File: src/rtl/result_fifo_pkg.sv
// Shared types and constants for the per-block result FIFO and its serial readout.
package terpine_pkg;

    localparam int DATA_W        = 20;
    localparam int META_W        = 16;
    localparam int ENTRY_W       = 36;
    localparam int FRAME_ENTRIES = 5;
    localparam int FRAME_BITS    = 180;

    typedef struct packed {
        logic [15:0] meta;
        logic [19:0] data;
    } result_t;

    typedef enum logic [1:0] {
        IDLE  = 2'd0,
        LOAD  = 2'd1,
        SHIFT = 2'd2
    } rf_state_t;

    // Even parity: the returned bit makes the XOR over payload plus parity zero.
    function automatic logic even_parity(input logic [34:0] bits);
        return ^bits;
    endfunction

endpackage

File: src/rtl/result_fifo_mem.sv
// Simple dual-port result RAM: one write port, one registered read port (1-cycle latency).
module result_fifo_mem
    import terpine_pkg::*;
#(
    parameter int DEPTH = 32,
    parameter int AW    = $clog2(DEPTH)
) (
    input  logic               clk,
    input  logic               reset,
    input  logic               i_we,
    input  logic [AW-1:0]      i_waddr,
    input  logic [ENTRY_W-1:0] i_wdata,
    input  logic               i_re,
    input  logic [AW-1:0]      i_raddr,
    output logic [ENTRY_W-1:0] o_rdata
);

    logic [ENTRY_W-1:0] r_mem [DEPTH];
    logic [ENTRY_W-1:0] r_rdata;

    always_ff @(posedge clk) begin
        if (i_we) begin
            r_mem[i_waddr] <= i_wdata;
        end
    end

    always_ff @(posedge clk) begin
        if (reset) begin
            r_rdata <= '0;
        end else if (i_re) begin
            r_rdata <= r_mem[i_raddr];
        end else begin
            r_rdata <= r_rdata;
        end
    end

    assign o_rdata = r_rdata;

endmodule

File: src/rtl/result_fifo.sv
// Result FIFO with empty/sticky-overflow status and a 180-bit serial frame readout.
// Optional build macro RESULT_FIFO_PARITY_EN replaces bit 35 of each real entry with even parity.
module result_fifo
    import terpine_pkg::*;
#(
    parameter  int DEPTH = 32,
    localparam int AW    = $clog2(DEPTH)
) (
    input  logic        clk,
    input  logic        reset,
    input  logic        in_valid,
    input  logic [19:0] in_data,
    input  logic [15:0] in_meta,
    input  logic        fifo_req,
    output logic        fifo_empty,
    output logic        fifo_oflow,
    output logic        fifo_bits,
    output logic        busy
);

    localparam logic [AW:0] FULL_CNT = (AW+1)'(DEPTH);

    rf_state_t          r_state;
    logic [AW-1:0]      r_wr_ptr;
    logic [AW-1:0]      r_rd_ptr;
    logic [AW:0]        r_count;
    logic [2:0]         r_n;
    logic [2:0]         r_entry;
    logic [5:0]         r_pos;
    logic [34:0]        r_shift;
    logic               r_bits;
    logic               r_busy;
    logic               r_empty;
    logic               r_oflow;

    logic               w_accept;
    logic               w_last_bit;
    logic               w_boundary;
    logic [2:0]         w_next_entry;
    logic               w_pop;
    logic               w_re;
    logic               w_full;
    logic               w_push;
    logic               w_drop;
    logic [2:0]         w_n_snap;
    logic [AW:0]        w_count_next;
    logic [ENTRY_W-1:0] w_rdata;
    logic [ENTRY_W-1:0] w_rd_fmt;
    logic [ENTRY_W-1:0] w_entry;
    result_t            w_wr_entry;

    assign w_wr_entry   = '{meta: in_meta, data: in_data};
    assign w_accept     = fifo_req && (r_state == IDLE);
    assign w_last_bit   = (r_state == SHIFT) && (r_entry == 3'd4) && (r_pos == 6'd35);
    assign w_boundary   = (r_state == SHIFT) && (r_pos == 6'd35) && !w_last_bit;
    assign w_next_entry = r_entry + 3'd1;
    // The entry is read one cycle ahead so it can be loaded without a gap.
    assign w_re         = (w_accept && (r_count != '0))
                        || ((r_state == SHIFT) && (r_pos == 6'd34) && (w_next_entry < r_n));
    assign w_pop        = ((r_state == LOAD) && (r_n != 3'd0))
                        || (w_boundary && (w_next_entry < r_n));
    assign w_full       = (r_count == FULL_CNT);
    assign w_push       = in_valid && (!w_full || w_pop);
    assign w_drop       = in_valid && w_full && !w_pop;
    assign w_n_snap     = (r_count >= (AW+1)'(5)) ? 3'd5 : r_count[2:0];

`ifdef RESULT_FIFO_PARITY_EN
    assign w_rd_fmt = {even_parity(w_rdata[34:0]), w_rdata[34:0]};
`else
    assign w_rd_fmt = w_rdata;
`endif

    // Pad entries beyond the snapshotted count serialise as zeros.
    assign w_entry = w_pop ? w_rd_fmt : '0;

    always_comb begin
        w_count_next = r_count;
        case ({w_push, w_pop})
            2'b10:   w_count_next = r_count + (AW+1)'(1);
            2'b01:   w_count_next = r_count - (AW+1)'(1);
            default: w_count_next = r_count;
        endcase
    end

    result_fifo_mem #(
        .DEPTH (DEPTH),
        .AW    (AW)
    ) u_mem (
        .clk     (clk),
        .reset   (reset),
        .i_we    (w_push),
        .i_waddr (r_wr_ptr),
        .i_wdata (w_wr_entry),
        .i_re    (w_re),
        .i_raddr (r_rd_ptr),
        .o_rdata (w_rdata)
    );

    always_ff @(posedge clk) begin
        if (reset) begin
            r_wr_ptr <= '0;
            r_rd_ptr <= '0;
            r_count  <= '0;
            r_empty  <= 1'b1;
            r_oflow  <= 1'b0;
        end else begin
            r_wr_ptr <= w_push ? r_wr_ptr + AW'(1) : r_wr_ptr;
            r_rd_ptr <= w_pop  ? r_rd_ptr + AW'(1) : r_rd_ptr;
            r_count  <= w_count_next;
            r_empty  <= (w_count_next == '0);
            // A drop in the same cycle as an accepted request keeps the flag set.
            if (w_drop) begin
                r_oflow <= 1'b1;
            end else if (w_accept) begin
                r_oflow <= 1'b0;
            end else begin
                r_oflow <= r_oflow;
            end
        end
    end

    always_ff @(posedge clk) begin
        if (reset) begin
            r_state <= IDLE;
            r_n     <= 3'd0;
            r_entry <= 3'd0;
            r_pos   <= 6'd0;
            r_shift <= '0;
            r_bits  <= 1'b0;
            r_busy  <= 1'b0;
        end else begin
            case (r_state)
                IDLE: begin
                    r_bits <= 1'b0;
                    if (w_accept) begin
                        r_state <= LOAD;
                        r_busy  <= 1'b1;
                        r_n     <= w_n_snap;
                        r_entry <= 3'd0;
                    end else begin
                        r_state <= IDLE;
                        r_busy  <= 1'b0;
                    end
                end
                LOAD: begin
                    r_state <= SHIFT;
                    r_bits  <= w_entry[0];
                    r_shift <= w_entry[35:1];
                    r_pos   <= 6'd0;
                    r_entry <= 3'd0;
                end
                SHIFT: begin
                    if (w_last_bit) begin
                        r_state <= IDLE;
                        r_busy  <= 1'b0;
                        r_bits  <= 1'b0;
                    end else if (r_pos == 6'd35) begin
                        r_bits  <= w_entry[0];
                        r_shift <= w_entry[35:1];
                        r_pos   <= 6'd0;
                        r_entry <= w_next_entry;
                    end else begin
                        r_bits  <= r_shift[0];
                        r_shift <= {1'b0, r_shift[34:1]};
                        r_pos   <= r_pos + 6'd1;
                    end
                end
                default: begin
                    r_state <= IDLE;
                    r_busy  <= 1'b0;
                    r_bits  <= 1'b0;
                end
            endcase
        end
    end

    assign fifo_empty = r_empty;
    assign fifo_oflow = r_oflow;
    assign fifo_bits  = r_bits;
    assign busy       = r_busy;

endmodule
File: config.mk
export PLATFORM = sky130hd
export DESIGN_NAME = result_fifo
export DESIGN_NICKNAME = d
export VERILOG_FILES = /design/src/rtl/result_fifo_pkg.sv /design/src/rtl/result_fifo_mem.sv /design/src/rtl/result_fifo.sv
export SDC_FILE = /design/constraint.sdc
export NUM_CORES = 1
export LEC_CHECK = 0
export BUFFER_PORTS_ARGS = -buffer_cell sky130_fd_sc_hd__buf_2
export CORE_UTILIZATION = 60
export CTS_CLUSTER_SIZE = 28
export DETAILED_ROUTE_END_ITERATION = 10
export GPL_ROUTABILITY_DRIVEN = 0
export PLACE_DENSITY = 0.76
export SLEW_MARGIN = 20
export SYNTH_ARGS = -nofsm -noshare
export SYNTH_HDL_FRONTEND = slang
export SYNTH_SLANG_ARGS = --single-unit
File: constraint.sdc
create_clock -name clk -period 9.95 [get_ports clk]
set_input_delay 0.4975 -clock clk [delete_from_list [all_inputs] [get_ports clk]]
set_output_delay 0.4975 -clock clk [all_outputs]
set_load 0.1 [all_outputs]
After elaboration in Yosys (flattened, before gate mapping)
Memory sizes are Yosys's and may differ from the RTL's. A register that Yosys moved wholly into a read port is not among the register bits.
Index checks and enable logic that the tools add are counted.

cells by class
  muxes and demuxes = 26
  bitwise logic cells = 1
  reductions and logical operators = 30
  $add $sub $neg = 6
  magnitude comparators = 2
  equal/unequal tests = 12

operators by type and width
  operator                                                           number
  2-to-1 mux 35 bit                                                  2
  case mux 35 bit (2 select lines)                                   1
  2-to-1 mux 36 bit                                                  1
  case mux 6 bit (2 select lines)                                    2
  == test 6 bit, second input constant                               3
  logical AND 1 bit                                                  13
  adder 6 x 1 -> 6 bit, second input constant                        2
  2-to-1 mux 3 bit                                                   4
  2-to-1 mux 6 bit                                                   2
  adder 5 x 1 -> 5 bit, second input constant                        2
  2-to-1 mux 1 bit                                                   9
  case mux 3 bit (3 select lines)                                    1
  greater-or-equal comparator 6 x 3 -> 1 bit, second input constant  1
  logical NOT 6 bit                                                  1
  != test 2 bit, second input constant                               3
  case mux 2 bit (3 select lines)                                    1
  AND reduction 2 bit                                                3
  nonzero test 3 bit                                                 2
  nonzero test 6 bit                                                 1
  subtractor 6 x 1 -> 6 bit, second input constant                   1
  == test 2 x 1 -> 1 bit, second input constant                      2
  == test 2 bit, second input constant                               2
  AND reduction 4 bit                                                1
  nonzero test 2 bit                                                 2
  11 further kinds                                                   15

word-level totals
  register bits after elaboration = 69
  RAM bits = 1152
  memories = 1
  output and inout port bits = 4

memories
  name         words  width  read ports  clocked after Yosys merged registers in  write ports  line                   text
  u_mem.r_mem  32     36     1           1                                        1            result_fifo_mem.sv:18  logic [ENTRY_W-1:0] r_mem [DEPTH];

Logic depth before layout (Yosys ltp)
Gate-level depths: netlist of the first run.

  word-level depth = 12
  gate-level depth with buffers = 13

Hierarchy
From an unflattened synthesis of the first run, not the netlist that was laid out.

second synthesis, totals
  cell total of the unflattened synthesis = 2891
  area, all modules = 49272.3 um^2

modules (own cells, without submodules)
  module           times used  cells each  area each (um^2)
  result_fifo_mem  1           2512        45995.4
  result_fifo      1           379         3276.9

Worst setup path after synthesis of the first run
OpenSTA, ideal clock, no wires.

  path type = register -> register
  from = register r_entry[0]
  to = memory u_mem.r_mem[15][0] (enable)
  data arrival time = 3632 ps
  stages on the path, launching flop included = 11
  buffers on the path = 1
  library setup time = 429 ps
  setup slack = 5889 ps
  period minus slack after synthesis = 4061 ps
  path through = dfxtp_1 > inv_1 > ha_1 > ha_1 > nand2_1 > o2111ai_1 > o21ai_2 > o31a_1 > buf_2 > nand2_1 > nor2_1

between the ends
  cells in the longest elaborated chain, start to end = 11
  elaborated cells between the ends (all ways) = 13
  classes of those cells = add/sub: 1; order compare: 1; eq/ne: 1; mux: 2; reduce/logical: 8

ends and longest elaborated chain
  what                                                                          line                   text
  start: declaration                                                            result_fifo.sv:28      logic [2:0] r_entry;
  start signal: assignment                                                      result_fifo.sv:161     r_entry <= w_next_entry;
  parallel branches: the longest is 5 deep, another holds adder 3 x 1 -> 3 bit  --
  logical AND 1 bit (*)                                                         result_fifo.sv:61      || (w_boundary && (w_next_entry < r_n));
  logical OR 1 bit (*)                                                          result_fifo.sv:61
  logical OR 1 bit (*)                                                          result_fifo.sv:63      assign w_push = in_valid && (!w_full || w_pop);
  logical AND 1 bit (*)                                                         result_fifo.sv:63
  2-to-1 mux 1 bit (*)                                                          result_fifo_mem.sv:22  if (i_we) begin
  2-to-1 mux 1 bit (not written as such) (*)                                    result_fifo_mem.sv:23  r_mem[i_waddr] <= i_wdata;
  end: declaration                                                              result_fifo_mem.sv:18

Every way passes the cells marked *.

Worst setup path in the final report of the first run
  from = register r_entry[0]
  to = memory u_mem.r_mem[7][1] (enable)

The elaborated chain is that of the path after synthesis.

==> results of run 1 <==
-- through the flow --
stage / total power (uW) / std cells / hold WS, ps / setup WS (ps) / instance area [sq um]
3_5_place_dp: 6530 / 3188 / 466.8 / 5571 / 49890
4_1_cts: 10800 / 3408 / 214.7 / 5529 / 53620
2_1_floorplan: 6302 / 2174 / 428.3 / 5889 / 48080
6_report: 10760 / 3413 / 243.8 / 5568 / 53710
5_1_grt: 11040 / 3411 / 254.7 / 5251 / 53700
3_3_place_gp: 6509 / 3177 / 458.1 / 5492 / 49660
-- cells in the final DEF (no fill, tap or decap), types with 30 or more instances in the layout --
cell type,instances
a211oi_1,71
nor2_4,33
clkbuf_1,30
edfxtp_1,1152
mux4_2,360
mux2i_1,39
a22oi_1,35
buf_2,42
dfxtp_1,100
clkbuf_16,120
clkinv_2,30
buf_4,32
nor2_1,103
-- power by group --
| part | internal, uW | switching, uW |
|---|---|---|
| clock network | 2450 | 1880 |
| registers | 5840 | 49.5 |
| logic | 197 | 340 |
-- cell type report --
cell class              count  area, sq um
flip-flops and latches   1257        36710
fillers                  4745        25420
multi-input cells         780        11070
clock buffers             154         3171
well taps                1050         1314
repair buffers             91        828.3
clock inverters            66        556.8
inverters                  13        48.80
diodes                      2        5.005
-- flip-flops by register name, summed over array words and instances (netlist names) --
signal / cells
u_mem.r_mem: 1152
fifo_bits: 1
r_wr_ptr: 5
fifo_empty: 1
fifo_oflow: 1
busy: 1
r_state: 2
r_count: 6
r_n: 3
r_pos: 6
u_mem.o_rdata: 36
r_rd_ptr: 5
r_shift: 35
r_entry: 3
-- metal layers --
| metal | routed length [um] | GRT usage [%] | share of wire (%) | vias up |
|---|---|---|---|---|
| li1 | - | - | - | 9333 |
| met1 | 41200 | 38.54 | 37 | 12300 |
| met2 | 56400 | 45.61 | 50 | 1387 |
| met3 | 10530 | 5.528 | 9.4 | 203 |
| met4 | 4247 | 10.70 | 3.8 | 0 |
| met5 | 0 | 0 | 0 | - |
-- final timing paths --
path / from / endpoint / cells after the start
max: r_entry[0] / u_mem.r_mem[7][1] / 10
min: reset / r_count[3] / 2
max reg2reg: r_entry[0] / u_mem.r_mem[7][1] / 10
min reg2reg: r_shift[34] / r_shift[34] / 2
-- cell families (layout without fill, tap and decap cells) --
family | after synthesis | count (layout)
compound gates | 142 | 142
xor+xnor | 19 | 19
fa+ha+maj | 16 | 16
buf+inv | 137 | 324
flops | 1257 | 1257
mux | 399 | 399
other cells | 0 | 2
simple gates | 204 | 204
==> impl_metrics.yaml, run 1 <==
global_route:
  groute.usage.overall_pct: 28.17
  grt_max_degree: 133
  grt_antenna_before_repair: 7
  gr-total-overflow: 0
  grt_first_pass_wirelength_mm: 162.5
  via_count_of_the_first_global_routing_pass: 23390
synthesis:
  synth_top_area_share_pct: 71.95
  synth.top_cells.by_area: "edfxtp_1 (72%), mux4_2 (17%), dfxtp_1 (4.4%)"
  flops_latches_synth: 1257
  post_synth_mux_area_share_pct: 17.68
  postSynthNetCount: 2230
  async_reset_ff_share_pct: 0
  synth.distinct_cells: 49
  synth_top_cell_by_area: "edfxtp_1"
  synth_adder_area_share_pct: 0.4164
  yosys_warnings: 0
  synth_top_family_by_area: "multiplexers"
  synth_edf_count: 1152
  synth_cells: 2174
  mappedNetlistArea_sq_um: 48080
  synth_xor_xnor_area_share_pct: 0.3461
  synth_compound_gate_area_share_pct: 2.165
  synthesized_area_fraction_occupied_by_and_or_nand_nor_cells_pct: 1.876
  ys_seq_area_share_pct: 76.32
  syn_avg_cell_area_sq_um: 22.12
  post-synth-top-count-cell: "edfxtp_1"
  post_synth_most_frequent_cells: "edfxtp_1 (1152), mux4_2 (360), nor2_1 (136)"
  ys.flop_type: "edfxtp_1"
critical_path:
  critical_path_required_ps: 10260
  critical_path_peak_fanout: 25
  ff2ff_setup_slack_ps: 5570
  start_kind: "register"
  cp.buffers_inverters: 1
  crit_path_end_kind: "register"
  crit_arrival_ps: 4690
  cpPeakStageDelay_ps: 640
  setup_cp_type: "reg2reg"
  cp_cell_sequence: "ha_1 -> xor2_1 -> ha_1 -> nand2_1 -> o2111ai_1 -> o21ai_2 -> o31a_1 -> nand2_1 -> nor2_4 -> buf_4"
  cp_top_family: "simple AND/OR/NAND/NOR gates"
  crit_path_top_delay_cell: "nand2_1"
sta:
  fin_crit_sh_pct: 44.04
  report.final.slew_viol_count: 0
  setup_skew_ps: 25.07
  period_minus_slack_ps: 4382
  worst-slew-pin-transition_ps: 970.1
  finalHoldViolCount: 0
  setup-tns-final_ps: 0
  fmaxAchievable_mhz: 228.2
  timing.max_slew.rel_slack_pct: 35.32
  report.final.setup_viol: 0
  rsz_0062_raised_after_global_routing: "no"
routing:
  remaining_design_rule_violation_count: 0
  wire_per_inst_um: 32.93
  dr.pass1.iters: 5
  first_iter_violations: 2943
  antenna_left: 0
  per_cell_via_count_in_the_routed_design: 6.803
  finalWirelength_mm: 112.4
  routed-via-count: 23220
clock_tree:
  clk_latency_ps: 680
  tritoncts: "built"
  cts-root-buf: "clkbuf_16"
  cts_max_path_buffers: 3
  cts_htree_levels: 3
  cts_repair_resize_count: 0
  cts-buffers-inserted: 118
  clk_sink_count: 1257
  ctsHoldBuffers: 0
  post-cts-setup-buffer-count: 0
  clk_pin_slew_ps: 60
final_layout:
  final_net_count: 2317
  layout-area-overhead-vs-synth_pct: 11.71
  final_core_utilization_pct: 67.87
  post_route_cells_drive_above_1_share_pct: 28.42
die:
  die_outline_area_sq_um: 81270
  die_width_um: 285.1
  dieHeight_um: 285.1
  rows: 103
  initial_util_pct: 60.76
  num_io_pins: 44
  design.core.area_sq_um: 79130
placement:
  port-buffer-count: 43
  dp_hpwl_mm: 64.07
status:
  result_of_the_run: "complete, no violations"
flow_run:
  maxCapViolations: 0
hold_path:
  worst_hold_class: "in2reg"
pwr:
  vdd.ir_drop.worst_mv: 0.1809
  power.leakage_uw: 0.01609
  power-per-cell-area_nw_per_um2: 200.3
Note: power is estimated with default switching activity, not from simulation.
==> run 2, diff against run 1 <==
--- a/config.mk
+++ b/config.mk
@@ -5,8 +5,9 @@
 export SDC_FILE = /design/constraint.sdc
 export NUM_CORES = 1
 export LEC_CHECK = 0
+export ABC_AREA = 1
 export BUFFER_PORTS_ARGS = -buffer_cell sky130_fd_sc_hd__buf_2
-export CORE_UTILIZATION = 60
+export CORE_UTILIZATION = 57
 export CTS_CLUSTER_SIZE = 28
 export DETAILED_ROUTE_END_ITERATION = 10
 export GPL_ROUTABILITY_DRIVEN = 0
==> constraint.sdc (replaced) <==
create_clock -name clk -period 4 [get_ports clk]
set_input_delay 0.2 -clock clk [delete_from_list [all_inputs] [get_ports clk]]
set_output_delay 0.2 -clock clk [all_outputs]
set_load 0.1 [all_outputs]
==> run 2 against run 1 <==
Compared with the run above: design area up 1.7%; critical path depth is 5 higher; first-iteration DRC count increased by 54%; synthesized cell count up 74%; maximum frequency is 21% higher; critical path type unchanged; largest power group unchanged; highest routed layer is now met5.
==> impl_metrics.yaml, run 2 <==
pwr:
  power-per-cell-area_nw_per_um2: 519.9
  power.leakage_uw: 0.01759
  fin_total_pwr_uw: 28390
  vdd.ir_drop.worst_mv: 0.3693
critical_path:
  critical_path_required_ps: 4370
  r2r_cells: 15
  timing.rr.end: "u_mem.r_mem[4][16]"
  ff2ff_setup_slack_ps: 380
  crit_path_end_kind: "register"
  critical_path_peak_fanout: 24
  setup_cp_type: "reg2reg"
  start_kind: "register"
  crit_arrival_ps: 3990
  worst_r2r_startpoint: "r_entry[0]"
clock_tree:
  clk_latency_ps: 700
  clk_pin_slew_ps: 60
  clk_sink_count: 1257
  cts-buffers-inserted: 118
  tritoncts: "built"
  cts_htree_levels: 3
  cts-root-buf: "clkbuf_16"
  post-cts-setup-buffer-count: 0
  cts_max_path_buffers: 3
synthesis:
  postSynthNetCount: 3846
  post_synth_mux_area_share_pct: 0
  synth_adder_area_share_pct: 0.4079
  synth_xor_xnor_area_share_pct: 0.05354
  synthesized_area_fraction_occupied_by_and_or_nand_nor_cells_pct: 8.587
  synth.top_cells.by_area: "edfxtp_1 (70%), o21ai_0 (6.8%), nor2_1 (4.8%)"
  synth_compound_gate_area_share_pct: 13.46
  post-synth-top-count-cell: "edfxtp_1"
  synth_top_family_by_area: "compound AO/OA/AOI/OAI gates"
  syn_avg_cell_area_sq_um: 12.95
  synth_edf_count: 1152
  yosys_warnings: 0
  async_reset_ff_share_pct: 0
  synth_top_area_share_pct: 70.49
  synth_cells: 3790
  post_synth_most_frequent_cells: "edfxtp_1 (1152), o21ai_0 (663), nor2_1 (631)"
  synth.distinct_cells: 42
  ys.flop_type: "edfxtp_1"
  flops_latches_synth: 1257
  ys_seq_area_share_pct: 74.78
  mappedNetlistArea_sq_um: 49070
  synth_top_cell_by_area: "edfxtp_1"
sta:
  finalHoldViolCount: 0
  whs_ps: 57.30
  setup-tns-final_ps: 0
  fmaxAchievable_mhz: 276.6
  fin_crit_sh_pct: 90.39
  rsz_0062_raised_after_global_routing: "no"
  worst-slew-pin-transition_ps: 1110
  period_minus_slack_ps: 3615
  report.final.setup_viol: 0
  timing.max_slew.rel_slack_pct: 25.56
  setup_skew_ps: 28.91
  report.final.slew_viol_count: 0
routing:
  antenna_left: 0
  wire_per_inst_um: 25.37
  remaining_design_rule_violation_count: 0
  dr.pass1.iters: 6
  routed-via-count: 32370
  first_iter_violations: 4535
  per_cell_via_count_in_the_routed_design: 6.440
  finalWirelength_mm: 127.5
final_layout:
  final_core_utilization_pct: 64.04
  final_net_count: 3839
  leading_cell_type_in_the_layout_fill_and_taps_excluded: "edfxtp_1"
  layout.cell_area.non_filler_sq_um: 54610
  layout_common_cells: "edfxtp_1 (1152), o21ai_0 (663), nor2_1 (599), nand2_1 (191), o22ai_1 (176)"
  flip_flop_count_of_the_largest_register_after_layout: 1152
  registers.top_by_ff_count: "u_mem.r_mem"
  layout-area-overhead-vs-synth_pct: 11.29
  post_route_cells_drive_above_1_share_pct: 9.531
placement:
  dp_hpwl_mm: 70.32
  port-buffer-count: 43
  placedInstanceArea_sq_um: 50920
hold_path:
  worstHoldStart: "in_data[6]"
  whs_endpoint: "u_mem.r_mem[28][6]"
  worstHoldPathCells: 1
  worst_hold_class: "in2reg"
global_route:
  grt_max_degree: 162
  gr-total-overflow: 0
  grt_first_pass_wirelength_mm: 187.9
  via_count_of_the_first_global_routing_pass: 30430
  groute.usage.overall_pct: 29.07
  grt_antenna_before_repair: 3
die:
  num_io_pins: 44
  initial_util_pct: 57.54
  die_outline_area_sq_um: 87270
  rows: 107
  die_width_um: 295.4
  dieHeight_um: 295.4
  design.core.area_sq_um: 85280
flow_run:
  maxCapViolations: 0
status:
  result_of_the_run: "complete, no violations"
## run 2: metrics by stage
step | std cells | setup WS [ps]
2_1_floorplan | 3790 | 104.6
3_3_place_gp | 4803 | 537.1
3_5_place_dp | 4803 | 442.8
4_1_cts | 5026 | 403.8
5_1_grt | 5027 | 131.3
6_report | 5027 | 384.6
## run 2: repair_timing
item / CTS / global route
hold endpoints to repair: 13 / 0
hold buffers: 4 / 0
gates resized for setup: 0 / 0
## run 2: worst max path at each step
stage | startpoint | end | cells after the start
floorplan | r_entry[0] | u_mem.r_mem[11][0] | 15
global placement | r_entry[0] | u_mem.r_mem[4][23] | 15
detailed placement | r_entry[0] | u_mem.r_mem[4][18] | 15
CTS | r_entry[0] | u_mem.r_mem[4][9] | 15
global route | r_entry[0] | u_mem.r_mem[4][16] | 15
finish | r_entry[0] | u_mem.r_mem[4][16] | 15
## run 2: final cells by class
type | instances | area (sq um)
clock inverter | 59 | 475.5
clock buffer | 160 | 3173
sequential | 1257 | 36710
tap | 1144 | 1431
multi-input combinational | 2207 | 11310
inverter | 53 | 216.5
timing repair buffer | 146 | 1299
antenna | 1 | 2.502
fill | 5976 | 30670
## run 2: per-layer routing
| metal | GRT usage, % | routed length, um | up-vias | share of wire (%) |
|---|---|---|---|---|
| li1 | - | - | 14210 | - |
| met1 | 40.63 | 48180 | 15770 | 38 |
| met2 | 45.20 | 59620 | 2102 | 47 |
| met3 | 5.225 | 14640 | 287 | 11 |
| met4 | 12.44 | 5085 | 4 | 4.0 |
| met5 | 0 | 24 | - | 0.019 |
## run 2: worst max-delay path: stages (launching register included)
cell,delay [ps]
dfxtp_1,350
ha_1,180
xor2_1,190
ha_1,270
nand2_1,70
nand3_1,130
nor2_1,160
nand3_2,90
nand2_4,80
inv_2,70
nand2_1,60
nand2_1,170
inv_2,150
nand2_1,420
nor2_4,580
buf_12,280
## run 2: where the power goes
| group | internal [uW] | leakage [uW] | switching (uW) | total, uW |
|---|---|---|---|---|
| clock network | 5940 | 0.00177 | 4710 | 10600 |
| registers | 14600 | 0.0112 | 158 | 14800 |
| logic | 788 | 0.00458 | 2200 | 2990 |
## run 2: cells by family (layout without fill, tap and decap cells)
kind of cell    Yosys count  in the layout
simple gates           1024           1024
xor+xnor                  3              3
other cells               0              1
buf+inv                 326            418
compound gates         1164           1164
fa+ha+maj                16             16
flops                  1257           1257
